<file path="config.mk">
export PLATFORM = sky130hd
export DESIGN_NAME = bitmap_row_reader_flat
export DESIGN_NICKNAME = d
export VERILOG_FILES = /design/src/rtl/bitmap_row_reader_pkg.sv /design/src/rtl/bitmap_row_reader_if.sv /design/src/rtl/bitmap_row_reader_serializer.sv /design/src/rtl/bitmap_row_reader.sv /design/src/flat_wrapper.sv
export SDC_FILE = /design/constraint.sdc
export NUM_CORES = 2
export LEC_CHECK = 0
export ABC_AREA = 0
export BUFFER_PORTS_ARGS = -buffer_cell sky130_fd_sc_hd__buf_4
export CORE_AREA = 3 3 633 635
export CTS_CLUSTER_DIAMETER = 30
export DETAILED_ROUTE_END_ITERATION = 8
export DIE_AREA = 0 0 636 638
export PLACE_DENSITY = 0.48
export SYNTH_ARGS = -nofsm -noshare
export SYNTH_HDL_FRONTEND = slang
export SYNTH_SLANG_ARGS = --single-unit
</file>
<file path="constraint.sdc">
create_clock -name clock -period 2.9 [get_ports clock]
set_clock_uncertainty 0.1 [all_clocks]
set_input_delay 0.725 -clock clock [delete_from_list [all_inputs] [get_ports clock]]
set_output_delay 0.725 -clock clock [all_outputs]
set_load 0.01 [all_outputs]
</file>
<file path="src/rtl/bitmap_row_reader_pkg.sv">
// Shared types and constants for the bitmap row read path.
package bitmap_pkg;

    // Geometry of the bitmap row memory and the output stream.
    // ROW_W must be an exact multiple of BEAT_W.
    localparam int ROW_W  = 1536;
    localparam int ADDR_W = 16;
    localparam int BEAT_W = 32;
    localparam int BEATS  = ROW_W / BEAT_W;
    localparam int BIDX_W = $clog2(BEATS);

    typedef logic [ROW_W-1:0]  row_t;
    typedef logic [ADDR_W-1:0] addr_t;
    typedef logic [BEAT_W-1:0] beat_t;
    typedef logic [BIDX_W-1:0] bidx_t;

    typedef enum logic [2:0] {
        ST_IDLE,
        ST_REQ,
        ST_CAPT,
        ST_STREAM,
        ST_DONE
    } rd_state_e;

endpackage

</file>
<file path="src/rtl/bitmap_row_reader_if.sv">
// Memory read port plus the outgoing beat stream of the row reader.
interface bitmap_row_reader_if
    import bitmap_pkg::*;
    ();

    addr_t rdaddress;   // registered read address towards the memory
    row_t  q;           // memory data, valid one cycle after rdaddress is clocked
    logic  out_valid;
    logic  out_ready;
    beat_t out_data;
    logic  out_eor;
    logic  out_last;

    // Reader side
    modport master (
        output rdaddress,
        input  q,
        output out_valid,
        input  out_ready,
        output out_data,
        output out_eor,
        output out_last
    );

    // Memory + consumer side
    modport slave (
        input  rdaddress,
        output q,
        input  out_valid,
        output out_ready,
        input  out_data,
        input  out_eor,
        input  out_last
    );

endinterface

</file>
<file path="src/rtl/bitmap_row_reader_serializer.sv">
// Holds one captured row and steps through it one beat at a time, LSB first.
module row_serializer
    import bitmap_pkg::*;
    (
    input  logic  clock,
    input  logic  rst_n,
    input  logic  load,      // capture row_i, restart at beat 0
    input  logic  advance,   // current beat was accepted
    input  row_t  row_i,
    output beat_t beat_o,
    output logic  eor_o      // current beat is the last of the row
);

    row_t  row_buf_q;
    bidx_t beat_idx_q;
    beat_t beat_arr [BEATS];

    // Row buffer and beat index; index wraps to 0 after the last beat.
    always_ff @(posedge clock or negedge rst_n) begin
        if (!rst_n) begin
            row_buf_q  <= '0;
            beat_idx_q <= '0;
        end else if (load) begin
            row_buf_q  <= row_i;
            beat_idx_q <= '0;
        end else if (advance) begin
            beat_idx_q <= eor_o ? '0 : beat_idx_q + bidx_t'(1);
        end
    end

    // Slice the row into beat-sized lanes for the output mux.
    for (genvar gi = 0; gi < BEATS; gi++) begin : g_beat
        assign beat_arr[gi] = row_buf_q[gi*BEAT_W +: BEAT_W];
    end

    assign beat_o = beat_arr[beat_idx_q];
    assign eor_o  = (beat_idx_q == bidx_t'(BEATS - 1));

endmodule

</file>
<file path="src/rtl/bitmap_row_reader.sv">
// Fetches a run of consecutive bitmap rows and streams each one out as beats.
module bitmap_row_reader
    import bitmap_pkg::*;
    (
    input  logic  clock,
    input  logic  rst_n,
    input  logic  start,
    input  addr_t start_addr,
    input  addr_t row_count,
    input  logic  abort,
    output logic  busy,
    output logic  done,
    bitmap_row_reader_if.master bus
);

    rd_state_e state_q, state_d;
    addr_t     cur_addr_q, cur_addr_d;
    addr_t     rows_left_q, rows_left_d;
    addr_t     rdaddr_q, rdaddr_d;

    logic      load;
    logic      advance;
    logic      eor;

    row_serializer u_ser (
        .clock   (clock),
        .rst_n   (rst_n),
        .load    (load),
        .advance (advance),
        .row_i   (bus.q),
        .beat_o  (bus.out_data),
        .eor_o   (eor)
    );

    // State register.
    always_ff @(posedge clock or negedge rst_n) begin
        if (!rst_n) begin
            state_q <= ST_IDLE;
        end else begin
            state_q <= state_d;
        end
    end

    // Next-state logic; abort overrides everything outside IDLE.
    always_comb begin
        state_d = state_q;
        case (state_q)
            ST_IDLE: begin
                if (start) begin
                    state_d = (row_count == '0) ? ST_DONE : ST_REQ;
                end
            end
            ST_REQ:  state_d = ST_CAPT;
            ST_CAPT: state_d = ST_STREAM;
            ST_STREAM: begin
                if (bus.out_ready && eor) begin
                    state_d = (rows_left_q != '0) ? ST_REQ : ST_DONE;
                end
            end
            ST_DONE: state_d = ST_IDLE;
            default: state_d = ST_IDLE;
        endcase
        if (abort && (state_q != ST_IDLE)) begin
            state_d = ST_IDLE;
        end
    end

    // State-decoded outputs and serializer controls.
    always_comb begin
        busy          = (state_q != ST_IDLE);
        done          = (state_q == ST_DONE) && !abort;
        bus.out_valid = (state_q == ST_STREAM);
        load          = (state_q == ST_CAPT) && !abort;
        advance       = (state_q == ST_STREAM) && bus.out_ready && !abort;
        bus.out_eor   = eor;
        bus.out_last  = eor && (rows_left_q == '0);
    end

    // Address / row-count bookkeeping registers.
    always_ff @(posedge clock or negedge rst_n) begin
        if (!rst_n) begin
            cur_addr_q  <= '0;
            rows_left_q <= '0;
            rdaddr_q    <= '0;
        end else begin
            cur_addr_q  <= cur_addr_d;
            rows_left_q <= rows_left_d;
            rdaddr_q    <= rdaddr_d;
        end
    end

    // Bookkeeping next values. The read address is loaded on entry to REQ so it
    // is already presented during REQ and simply holds everywhere else.
    always_comb begin
        cur_addr_d  = cur_addr_q;
        rows_left_d = rows_left_q;
        rdaddr_d    = rdaddr_q;
        if ((state_q == ST_IDLE) && start) begin
            cur_addr_d  = start_addr;
            rows_left_d = row_count;
            if (row_count != '0) begin
                rdaddr_d = start_addr;
            end
        end else if (load) begin
            cur_addr_d  = cur_addr_q + addr_t'(1);   // wraps naturally at 2^ADDR_W
            rows_left_d = rows_left_q - addr_t'(1);
        end else if ((state_q == ST_STREAM) && (state_d == ST_REQ)) begin
            rdaddr_d = cur_addr_q;
        end
    end

    assign bus.rdaddress = rdaddr_q;

endmodule

</file>
<file path="src/flat_wrapper.sv">
// flat-port wrapper written by rule: the top's interface ports become plain ports
module bitmap_row_reader_flat import bitmap_pkg::*;
  (clock, rst_n, start, start_addr, row_count, abort, busy, done, bus_rdaddress, bus_q, bus_out_valid, bus_out_ready, bus_out_data, bus_out_eor, bus_out_last);
  bitmap_row_reader_if bus_i ();
  input  logic clock;
  input  logic rst_n;
  input  logic start;
  input  addr_t start_addr;
  input  addr_t row_count;
  input  logic abort;
  output logic busy;
  output logic done;
  output wire logic [$bits(bus_i.rdaddress)-1:0] bus_rdaddress;
  input wire logic [$bits(bus_i.q)-1:0] bus_q;
  output wire logic [$bits(bus_i.out_valid)-1:0] bus_out_valid;
  input wire logic [$bits(bus_i.out_ready)-1:0] bus_out_ready;
  output wire logic [$bits(bus_i.out_data)-1:0] bus_out_data;
  output wire logic [$bits(bus_i.out_eor)-1:0] bus_out_eor;
  output wire logic [$bits(bus_i.out_last)-1:0] bus_out_last;
  assign bus_rdaddress = bus_i.rdaddress;
  assign bus_i.q = bus_q;
  assign bus_out_valid = bus_i.out_valid;
  assign bus_i.out_ready = bus_out_ready;
  assign bus_out_data = bus_i.out_data;
  assign bus_out_eor = bus_i.out_eor;
  assign bus_out_last = bus_i.out_last;
  bitmap_row_reader u_core (.clock(clock), .rst_n(rst_n), .start(start), .start_addr(start_addr), .row_count(row_count), .abort(abort), .busy(busy), .done(done), .bus(bus_i));
endmodule
</file>
=== Word level (Yosys, flattened, before mapping) ===
Cells that the tools add are included.

* Output and inout port bits: 53
* Logic and storage cells: 59
* Register bits: 1,593

* Equality and inequality tests: 8
* Add/subtract/negate cells: 3
* Magnitude comparators: 1
* Reductions and logical operators: 20
* Bitwise gates (word level): 1
* Muxes and demuxes: 20

{| class="wikitable"
|+ Operators by type and width
! kind !! number
|-
| 32-bit binary-select mux with 6-bit select || 1
|-
| 16-bit two-way mux || 8
|-
| 32-bit two-way mux || 2
|-
| 16-bit logical NOT || 2
|-
| 16-bit nonzero test || 2
|-
| 6-bit two-way mux || 3
|-
| 16-bit by 1-bit adder with 16-bit output (second input constant) || 1
|-
| 16-bit by 1-bit subtractor with 16-bit output (second input constant) || 1
|-
| 3-bit two-way mux || 5
|-
| 3-bit one-hot mux with 4 select lines || 1
|-
| 1-bit logical AND || 9
|-
| 7-bit >= comparator (second input constant) || 1
|-
| 6-bit NOT with 7-bit output || 1
|-
| 6-bit by 1-bit adder with 6-bit output (second input constant) || 1
|-
| 3-bit by 1-bit == test with 1-bit output (second input constant) || 2
|-
| 3-bit by 2-bit == test with 1-bit output (second input constant) || 2
|-
| 6-bit == test (second input constant) || 1
|-
| 2-bit nonzero test || 3
|-
| 2-bit != test (second input constant) || 2
|-
| 3-bit == test (second input constant) || 1
|-
| 3-bit logical NOT || 1
|-
| 3-bit AND reduction || 1
|-
| 3-bit nonzero test || 1
|-
| 1-bit logical NOT || 1
|}

=== Logic depth before layout (Yosys ltp) ===
* Depth in word-level cells: 10
* Depth in mapped cells: 9
* Gate-level depth less buffers: 6

=== Cells and area by module ===
From an unflattened synthesis, not the netlist that was laid out.

* Cells, all modules: 4,578
* Area, all modules: 72,090.4 µm²

{| class="wikitable"
|+ Modules (own cells, without submodules)
! module !! seq. area each (µm²) !! cells an instance !! instances !! area an instance (µm²)
|-
| row_serializer || 38,587.0 || 4,285 || 1 || 69,261.4
|-
| bitmap_row_reader || 1,276.2 || 293 || 1 || 2,829.0
|}

=== Worst setup path before layout ===
OpenSTA, ideal clock, no wires.

* Path type: register to output
* Start point: reg u_core.u_ser.beat_idx_q[0]
* End point: out bus_out_data[31]
* Stages on the path, launching flop included: 8
* Slack: -0.267 ns
* Data arrival time: 2.342 ns
* Data required time: 2.075 ns
* Path through: dfrtp_1 -> clkbuf_1 -> buf_2 -> buf_1 -> mux4_2 -> mux4_2 -> nand2_1 -> nand3_1

* Word-level cells in the longest chain between the ends: 4

{| class="wikitable"
|+ Ends and longest elaborated chain
! what !! RTL line !! source
|-
| start: declaration || bitmap_row_reader_serializer.sv:15 || <nowiki>bidx_t beat_idx_q;</nowiki>
|-
| start signal: assignment || bitmap_row_reader_serializer.sv:27 || <nowiki>beat_idx_q <= eor_o ? '0 : beat_idx_q + bidx_t'(1);</nowiki>
|-
| 6-bit NOT with 7-bit output (implied by the code) || bitmap_row_reader_serializer.sv:36 || <nowiki>assign beat_o = beat_arr[beat_idx_q];</nowiki>
|-
| 32-bit binary-select mux with 6-bit select || bitmap_row_reader_serializer.sv:36 ||
|-
| 32-bit two-way mux (implied by the code) (2 in series) || bitmap_row_reader_serializer.sv:36 ||
|-
| end: declaration || flat_wrapper.sv:17 || <nowiki>output wire logic [$bits(bus_i.out_data)-1:0] bus_out_data;</nowiki>
|}

No other way between the ends. The select of a mux whose other input is x is not followed.

=== Worst setup path in the final report ===
* Start point: reg u_core.u_ser.beat_idx_q[0]
* End point: out bus_out_data[7]

Same word-level chain as after synthesis.

==> results.ini <==
[status]
status = finished, violations left
violations = setup timing

[cells_and_area]
syn2layout_area_growth_pct = 80.4
n_fill_cell = 40400
drive_gt1_share_pct = 30.6
seq_area_um2 = 39900
nets = 13200
multi_input_area_um2 = 32300

[yosys]
synth_edf_count = 0
yosysWarnings = 0
ys_seq_elements = 1593
ys.flop_type = dfrtp_1
syn_nets = 9399
syn_area_per_cell_um2 = 9.26
synth_area_um2 = 72500
synth.distinct_cells = 55
synth_cells = 7822
seq_area_frac_synth_pct = 55.0
synth-async-reset-ratio_pct = 100

[clock_network]
cts.sinks = 1593
numCtsBuffers = 438
cts_buffer_depth = 4
cts_tree = built
cts_root_buf = clkbuf_16
clkLatencyLatePin_ns = 0.92
clkTransAtPathRegs_ns = 0.05
htreeDepth = 5

[place]
io_buffers = 1625
dp_hpwl_um = 388000
gp_congestion = 0.916
place_ws_ns = -1.68

[setup_path]
worstSetupEndpointType = output pin
critical_path_class = reg -> out
crit_required_ns = 2.08
critPathMaxFanout = 6
start_kind = register
cp_data_arrival_time_ns = 3.68

[worst_hold_path]
hold_class = in -> reg

[detailed_routing]
ant_nets = 0
drt_pre_antenna_iters = 6
viasPerCell = 4.31
drt_iter0_markers = 5806
vias = 74900
drt_drc_violations_left = 0
postRouteWirelength_um = 488000
wire_per_inst_um = 28.1

[sta]
slew_violations = 0
layout_setup_ws_ns = -1.60
fin_crit_sh_pct = 155
fmax_ghz = 0.222
rsz0062_at_grt = true
worst_pin_slew_ns = 0.884
fin_setup_tns_ns = -49.80
setup-violations-final = 34
hold_viol = 0
period_needed_ns = 4.50
hold_slack_ns = 0.0462
max_slew_margin_pct = 41.1

[global_routing]
track_usage_pct = 23.3
grt_pass1_vias = 78500
grt_antenna_before_repair = 331
gr-total-overflow = 0
grt_max_degree = 156
grt_pass1_wl_um = 655000

[floorplanning]
initial_utilization_pct = 18.3
row_count = 231
die_h_um = 638
die_x_um = 636
die_area_um2 = 406000
core-area_um2 = 396000
ios = 1626

[power]
vdd_drop_max_v = 0.000568
power_density_nw_per_um2 = 961
p_leak_nw = 63.1

[flow_run]
drv_cap = 0

-- flip-flops by register name (all words and copies together), names as in the netlist --
signal	cells
u_core.cur_addr_q	16
u_core.u_ser.row_buf_q	1536
u_core.rows_left_q	16
u_core.u_ser.beat_idx_q	6
u_core.bus.rdaddress	16
u_core.state_q	3
-- synthesized netlist by cell type, types with 2 or more instances --
cell type / instances / area share, %
nor2b_1: 33 / 0.28
o22ai_1: 64 / 0.55
xor2_1: 6 / 0.073
nor2_1: 22 / 0.11
nand4_1: 8 / 0.069
o311ai_0: 35 / 0.42
and3_1: 4 / 0.035
o221a_1: 10 / 0.16
clkbuf_1: 425 / 2.2
o221a_2: 6 / 0.093
nor4_1: 7 / 0.060
o211ai_1: 4 / 0.041
o221ai_1: 36 / 0.44
nand3_1: 42 / 0.29
inv_1: 45 / 0.23
nor4b_2: 2 / 0.041
a221o_1: 4 / 0.055
a21oi_1: 10 / 0.069
buf_6: 3 / 0.047
mux2i_1: 159 / 2.2
or3_1: 2 / 0.017
xnor2_1: 10 / 0.12
dfrtp_1: 1593 / 55
nand2b_1: 18 / 0.16
mux2_2: 34 / 0.53
nor3_1: 7 / 0.048
buf_1: 40 / 0.21
or4b_1: 2 / 0.028
o21ai_0: 52 / 0.36
and2_1: 4 / 0.035
nor4b_1: 2 / 0.024
buf_2: 39 / 0.27
ha_1: 4 / 0.069
a22oi_1: 4 / 0.041
mux4_2: 352 / 11
nand2_1: 4715 / 24
-- logic make-up (layout without fill, tap and decap cells) --
| group | count (synthesis) | in the layout | synth area share [%] |
|---|---|---|---|
| adder cells (fa/ha/maj) | 4 | 4 | 0.0691 |
| AO/OA/AOI/OAI | 235 | 235 | 2.36 |
| buffers and inverters | 552 | 4701 | 2.96 |
| multiplexers | 545 | 545 | 13.7 |
| flip-flops | 1593 | 1593 | 55.0 |
| XOR/XNOR | 16 | 16 | 0.193 |
| other | 0 | 143 | 0 |
| AND/OR/NAND/NOR | 4877 | 4877 | 25.7 |
-- per-stage QoR --
stage / util [%] / area (um2) / power [W] / instances
2_1_floorplan: - / 72500 / 0.0504 / 7822
3_3_place_gp: 24.1 / 95300 / 0.0680 / 14800
3_5_place_dp: 24.1 / 95300 / 0.0681 / 14800
4_1_cts: 32.9 / 130000 / 0.126 / 17200
5_1_grt: 33.0 / 131000 / 0.131 / 17300
6_report: 33.0 / 131000 / 0.126 / 17400
-- worst max-delay path, cell delays in order (launching register included) --
cell and delay [ns]:
dfrtp_4 0.44, buf_12 0.17, buf_12 0.14, buf_16 0.15, buf_16 0.15, mux4_2 0.58
mux4_2 0.63, nand2_4 0.16, nand3_4 0.16, buf_6 0.19
-- layout by cell type, fill, tap and decap left out, types with 12 or more instances in the layout --
cell type and n:
clkinv_4 22, nor2_1 18, dfrtp_1 1587, clkbuf_16 443, clkinvlp_4 62, nor2b_1 29
clkinv_16 18, nand2_2 12, o221ai_4 23, buf_4 2029, diode_2 143, nand3_4 30
clkbuf_8 75, buf_6 97, dlygate4sd3_1 1540, nand2_1 4671, clkbuf_1 45, mux2i_1 136
mux4_2 352, buf_16 26, o21ai_0 49, o311ai_2 14, clkinv_2 74, nand2b_1 17
o22ai_1 53, inv_1 35, buf_12 126, mux2_4 21, mux2_2 13, bufinv_16 76
nand2_4 29, mux2i_4 14
-- repair_timing --
action / CTS / global route
gates resized for setup: 450 / 47
buffers inserted: 60 / 17
hold buffers: 1540 / 0
endpoints found under the setup margin: 38 / 34
gates cloned: 19 / 5
pin swaps: 58 / 35
hold endpoints to repair: 1700 / 0
-- metal layers --
metal,vias to the layer above,part of all wire [%],global-route usage (%)
met1,37100,36,25.3
met4,88,7.3,14.5
li1,33100,-,-
met5,-,0.11,0
met3,1289,5.3,4.12
met2,3281,51,42.0
-- final cells by class --
type                       count  share of cell area, %
clock inverter               267                   3.09
timing repair buffer        3831                   27.0
inverter                      45                  0.138
antenna                      143                  0.274
sequential                  1593                   30.5
clock buffer                 558                   9.30
multi-input combinational   5677                   24.7
tap                         5242                   5.02
-- final timing paths --
| kind | start | endpoint | slack [ns] | depth (start not counted) |
|---|---|---|---|---|
| max in group asynchronous | rst_n | u_core.u_ser.row_buf_q[762]$_DFFE_PN0P_ | 1.25 | 4 |
| min reg2reg | u_core.u_ser.row_buf_q[72]$_DFFE_PN0P_ | u_core.u_ser.row_buf_q[72]$_DFFE_PN0P_ | 0.37 | 2 |
| max reg2reg | u_core.u_ser.beat_idx_q[1]$_DFFE_PN0P_ | u_core.u_ser.beat_idx_q[0]$_DFFE_PN0P_ | 0.09 | 13 |
| max | u_core.u_ser.beat_idx_q[0]$_DFFE_PN0P_ | bus_out_data[7] | -1.60 | 9 |
| min | bus_q[1024] | u_core.u_ser.row_buf_q[1024]$_DFFE_PN0P_ | 0.05 | 3 |
| min in group asynchronous | rst_n | u_core.u_ser.row_buf_q[1069]$_DFFE_PN0P_ | 0.21 | 2 |
-- report_power, final --
| part | switching [W] | total (W) | internal (W) |
|---|---|---|---|
| Sequential | 0.00848 | 0.0398 | 0.0313 |
| Clock | 0.0162 | 0.0525 | 0.0364 |
| Combinational | 0.0172 | 0.0333 | 0.0161 |
(Power assumes the default switching activity.)
